==> config.mk <==
export PLATFORM = sky130hd
export DESIGN_NAME = mem_access_unit
export DESIGN_NICKNAME = d
export VERILOG_FILES = /design/src/rtl/mem_access_unit.sv
export SDC_FILE = /design/constraint.sdc
export NUM_CORES = 1
export LEC_CHECK = 0
export ABC_AREA = 1
export CAP_MARGIN = 20
export CORE_ASPECT_RATIO = 0.75
export CORE_MARGIN = 3
export CORE_UTILIZATION = 29
export DETAILED_ROUTE_END_ITERATION = 10
export PLACE_DENSITY_LB_ADDON = 0.05
export SYNTH_ARGS = -nofsm -noshare
export SYNTH_HDL_FRONTEND = slang
export SYNTH_SLANG_ARGS = --single-unit
==> constraint.sdc <==
create_clock -name clk -period 1.5 [get_ports clk]
set_input_delay 0.45 -clock clk [delete_from_list [all_inputs] [get_ports clk]]
set_output_delay 0.45 -clock clk [all_outputs]
set_load 0.01 [all_outputs]
==> src/rtl/mem_access_unit.sv <==
// mem_access_unit: MEM-stage controller that turns LW/SW into a req/ack
// transaction on the data-memory port. It stalls the pipeline until the
// access completes, and a timeout forces completion with an error flag.
module mem_access_unit #(
    parameter int unsigned TIMEOUT_CYCLES = 15,
    parameter logic [15:0] ERR_DATA       = 16'hFFFF
) (
    input  logic        clk,
    input  logic        rst_n,
    // EX/MEM side
    input  logic        Mem_Read_In,
    input  logic        Mem_Write_In,
    input  logic [15:0] ALU_Result_In,
    input  logic [15:0] Write_Data_In,
    input  logic        Reg_Write_In,
    input  logic [1:0]  Mem_To_Reg_In,
    input  logic [15:0] PC_Adder_In,
    input  logic [2:0]  Write_Reg_In,
    // MEM/WB side
    output logic        Reg_Write_Out,
    output logic [1:0]  Mem_To_Reg_Out,
    output logic [15:0] PC_Adder_Out,
    output logic [15:0] ALU_Result_Out,
    output logic [2:0]  Write_Reg_Out,
    output logic [15:0] Read_Data_Out,
    output logic        Mem_Stall,
    // data-memory port
    output logic        Dmem_Req,
    output logic        Dmem_We,
    output logic [15:0] Dmem_Addr,
    output logic [15:0] Dmem_Wdata,
    input  logic [15:0] Dmem_Rdata,
    input  logic        Dmem_Ack,
    output logic        Mem_Error
);

    // Counter only needs to reach TIMEOUT_CYCLES-1, so it never wraps.
    localparam int unsigned    CNT_W    = (TIMEOUT_CYCLES > 1) ? $clog2(TIMEOUT_CYCLES) : 1;
    localparam logic [CNT_W-1:0] CNT_LAST = CNT_W'(TIMEOUT_CYCLES - 1);

    typedef enum logic [1:0] {
        ST_IDLE = 2'd0,
        ST_WAIT = 2'd1,
        ST_DONE = 2'd2
    } state_t;

    state_t             state_q, state_d;
    logic [CNT_W-1:0]   cnt_q,   cnt_d;
    logic               req_q,   req_d;
    logic               we_q,    we_d;
    logic [15:0]        addr_q,  addr_d;
    logic [15:0]        wdata_q, wdata_d;
    logic [15:0]        rdata_q, rdata_d;
    logic               err_q,   err_d;
    logic               access_s;

    // A write wins when both read and write are flagged.
    assign access_s = Mem_Read_In | Mem_Write_In;

    // Pass-through of pipeline fields to MEM/WB with no latency.
    assign Reg_Write_Out  = Reg_Write_In;
    assign Mem_To_Reg_Out = Mem_To_Reg_In;
    assign PC_Adder_Out   = PC_Adder_In;
    assign ALU_Result_Out = ALU_Result_In;
    assign Write_Reg_Out  = Write_Reg_In;

    // Stall is low in DONE so the pipeline advances on the edge leaving it.
    assign Mem_Stall = ((state_q == ST_IDLE) && access_s) || (state_q == ST_WAIT);

    assign Dmem_Req      = req_q;
    assign Dmem_We       = we_q;
    assign Dmem_Addr     = addr_q;
    assign Dmem_Wdata    = wdata_q;
    assign Read_Data_Out = rdata_q;
    assign Mem_Error     = err_q;

    // Next-state and next-register computation for the access FSM.
    always_comb begin
        state_d = state_q;
        cnt_d   = cnt_q;
        req_d   = req_q;
        we_d    = we_q;
        addr_d  = addr_q;
        wdata_d = wdata_q;
        rdata_d = rdata_q;
        err_d   = err_q;
        case (state_q)
            ST_IDLE: begin
                if (access_s) begin
                    we_d    = Mem_Write_In;
                    addr_d  = ALU_Result_In;
                    wdata_d = Write_Data_In;
                    req_d   = 1'b1;
                    cnt_d   = {CNT_W{1'b0}};
                    state_d = ST_WAIT;
                end else begin
                    state_d = ST_IDLE;
                end
            end
            ST_WAIT: begin
                if (Dmem_Ack) begin
                    if (!we_q) begin
                        rdata_d = Dmem_Rdata;
                    end else begin
                        rdata_d = rdata_q;
                    end
                    req_d   = 1'b0;
                    state_d = ST_DONE;
                end else if (cnt_q == CNT_LAST) begin
                    if (!we_q) begin
                        rdata_d = ERR_DATA;
                    end else begin
                        rdata_d = rdata_q;
                    end
                    err_d   = 1'b1;
                    req_d   = 1'b0;
                    state_d = ST_DONE;
                end else begin
                    cnt_d = cnt_q + CNT_W'(1);
                end
            end
            ST_DONE: begin
                state_d = ST_IDLE;
            end
            default: begin
                req_d   = 1'b0;
                state_d = ST_IDLE;
            end
        endcase
    end

    // State and output registers; reset abandons any request in flight.
    always_ff @(posedge clk or negedge rst_n) begin
        if (!rst_n) begin
            state_q <= ST_IDLE;
            cnt_q   <= {CNT_W{1'b0}};
            req_q   <= 1'b0;
            we_q    <= 1'b0;
            addr_q  <= 16'h0000;
            wdata_q <= 16'h0000;
            rdata_q <= 16'h0000;
            err_q   <= 1'b0;
        end else begin
            state_q <= state_d;
            cnt_q   <= cnt_d;
            req_q   <= req_d;
            we_q    <= we_d;
            addr_q  <= addr_d;
            wdata_q <= wdata_d;
            rdata_q <= rdata_d;
            err_q   <= err_d;
        end
    end

endmodule
==> reports/results.tsv <==
stage	metric	value	unit
route	Initial DRC Count	92	
route	routed vias	2181	
yosys	top-count cell post-synth	nand2_1	
pwr	peak supply drop	0.000788	V
pwr	combinational power share	0.420	
pwr	Psw	2770	µW
yosys	Syn Inst Count	300	
job	Max-Cap Viols	0	
placed_design	Placed Cells	518	
timing	final cycle utilization of the critical path	1.08	
floorplan	chip height	89.6	µm
pwr	clock power share	0.247	
timing	# setup viols final	1	
timing	post-route minimum period	1.63	ns
route	detail-routed via count per cell	4.08	
placed_design	Port-buffer cells	120	
clock_network	maximum clock path buffer count	2	
grt	number of global-route vias before repair	2248	
worst_setup_path	critical path class	reg -> out	
placed_design	Post-DP HPWL	4810	µm
final_layout	post-route insts no fill	535	
worst_setup_path	CP cell instances	nor2_2 > buf_6 > o21ai_4 > nand2_1 > buf_2	
yosys	Netlist cell types	20	
clock_network	CTS Hold Bufs	0	
worst_setup_path	cells on worst reg2reg path	8	
route	drt drc	0	
route	metal3 WL	581	µm
timing	Slew HR	0.782	
timing	Slew @ Worst Pin	0.326	ns
floorplan	# IOs	165	
yosys	sequential share of the synthesized area	0.527	
clock_network	TritonCTS buffer count	9	
timing	final hold violation count	0	
yosys	Async SR Flop Fraction	1.00	
grt	GRT Residual Overflow	0	
floorplan	effective utilization at floorplan	0.309	
yosys	syn avg cell area	9.02	µm²
floorplan	die width	118	µm
worst_setup_path	Critical Path Max Stage Delay	0.39	ns
pwr	pwr dens	1930	nW/µm²
pwr	sequential share of power	0.332	
clock_network	root buffer cell	clkbuf_16	
route	met2 routed WL	3340	µm
grt	largest net degree at the start of global routing	58	
floorplan	die area	10500	µm²
route	Avg WL per Cell	12.9	µm
grt	initial antenna violation count	0	
outcome	status	finished with violations	
timing	Setup Total Neg Slack	-0.125	ns
yosys	syn_nets	377	
yosys	top-area cell type share of the netlist area	0.527	
pwr	Final Power	7860	µW
worst_setup_path	CP Max Fanout	3	
timing	Final Max Tran Viols	0	
final_layout	layout cells sized above 1	0.202	
final_layout	final core occ	0.465	
pwr	P_int	5090	µW
worst_setup_path	Critical-path top delay cell	dfrtp_1	
grt	gr usage total	0.134	
yosys	warnings from Yosys	0	
final_layout	Area Growth Syn to Fin	50.4	%
worst_setup_path	R2R setup slack	0.05	ns
placed_design	Placer Congestion	0.704	
clock_network	CTS clk-pin slew, worst paths	0.05	ns
clock_network	clock sink count	57	
floorplan	core box area	8740	µm²
route	DRT antenna net count	0	
worst_setup_path	CP endpoint kind	output pin	
pwr	Pleak	0.00215	µW
worst_setup_path	Critical Path Start Type	flop	
route	Metal-1 WL	2920	µm
route	drt first pass iters	4	
route	WL final	6920	µm
clock_network	later-pin clock latency in the skew report	0.32	ns
route	DR top layer	met4	
pwr	switching share of power	0.352	
outcome	failing checks	setup timing	
clock_network	TritonCTS clock tree	built	
yosys	Top FF cell, synth	dfrtp_1	
yosys	synthesized area	2710	µm²
yosys	register bit total from synthesis	57	
clock_network	H-tree levels	3	
yosys	synth top area cells	dfrtp_1 (53%), nand2_1 (18%), buf_4 (11%), o21ai_2 (5.5%), buf_6 (2.9%)	
floorplan	row count	29	
min_path	HP Class	in -> async	
timing	post-route clock skew	0.00346	ns
yosys	EDFF count, synth	0	
timing	Final Worst Setup Slack	-0.125	ns
yosys	Synth top cells by count	nand2_1 (127), dfrtp_1 (57), buf_4 (41)	
final_layout	NumNets Final	483	
timing	unrepaired setup endpoints after global routing	true	
grt	global-route wire length before repair	11000	µm
timing	Max Clk Rate	0.615	GHz
final_layout	antenna cells	0	
yosys	top cell type by total area after synthesis	dfrtp_1	
worst_setup_path	CP Data Required Time	1.05	ns
worst_setup_path	Crit path arrival time	1.18	ns
stage by stage:
stage,hold slack (ns),setup slack (ns),instance area (µm²)
floorplan,0.154,0.0540,2710
global placement,0.462,-0.580,3900
detailed placement,0.464,-0.584,3900
CTS,0.143,-0.142,4050
global route,0.135,-0.219,4070
finish,0.122,-0.125,4070
registers in the layout (all words and copies together), names as in the netlist:
name           count
Read_Data_Out     16
Dmem_We            1
Dmem_Req           1
cnt_q              4
Dmem_Addr         16
Mem_Error          1
Dmem_Wdata        16
state_q            2
metal layers:
layer | vias to the layer above | GRT usage
met5 | - | 0
met2 | 79 | 0.220
met1 | 993 | 0.157
met3 | 12 | 0.0607
met4 | 0 | 0.0500
li1 | 1097 | -
kinds of logic after synthesis:
| group | count (synthesis) | share of synthesized area |
|---|---|---|
| AOI/OAI and AO/OA | 21 | 0.0634 |
| xor gates and xnor gates | 1 | 0.00324 |
| buffers and inverters | 59 | 0.159 |
| adders and majority gates | 2 | 0.00925 |
| DFF | 57 | 0.527 |
| and+or+nand+nor | 160 | 0.238 |
critical path, delay by kind of cell (launching register included):
kind / cells / cell delay (ns)
AO/OA/AOI/OAI: 1 / 0.05
buffers and inverters: 2 / 0.23
flip-flops: 1 / 0.39
AND/OR/NAND/NOR: 2 / 0.18
path summary, 6_finish.rpt:
path                                       start           endpoint
max in group asynchronous                  rst_n   Read_Data_Out[4]
worst max register to register        state_q[1]      Dmem_Addr[12]
worst min register to register     Dmem_Wdata[2]      Dmem_Wdata[2]
worst max-delay path                  state_q[1]          Mem_Stall
worst min-delay path                       rst_n  Read_Data_Out[15]
min in group clk                ALU_Result_In[3]       Dmem_Addr[3]
power by group through the flow:
stage	Combinational, µW	Sequential (µW)	Clock, µW
2_1_floorplan	1510	2980	0
3_3_place_gp	3840	2630	0
3_5_place_dp	3860	2660	0
4_1_cts	3370	2610	2020
5_1_grt	3700	2720	2080
6_report	3300	2610	1940
final cells by class:
class | instances | area (µm²)
clock buffer | 14 | 284
clock inverter | 2 | 10.0
fill | 903 | 4680
inverter | 9 | 33.8
multi-input combinational | 184 | 858
sequential | 57 | 1430
tap | 124 | 155
timing repair buffer | 145 | 1300
placed cells by master (no fill, tap or decap), types with 4 or more instances in the layout:
cell	count
nand2_1	127
dlygate4sd2_1	68
dfrtp_1	57
clkdlybuf4s50_1	33
nor2_1	20
buf_4	19
o21ai_2	16
buf_2	14
clkbuf_16	9
inv_1	7
nand3_1	6
clkbuf_8	5
clkdlybuf4s15_2	4
buf_12	4
what timing repair did:
item / in CTS / in global routing
setup buffers: 0 / 1
setup endpoints to repair: 106 / 34
gates resized for setup: 133 / 4
pin swaps: 1 / 1
Power figures use the tool's default switching activity.
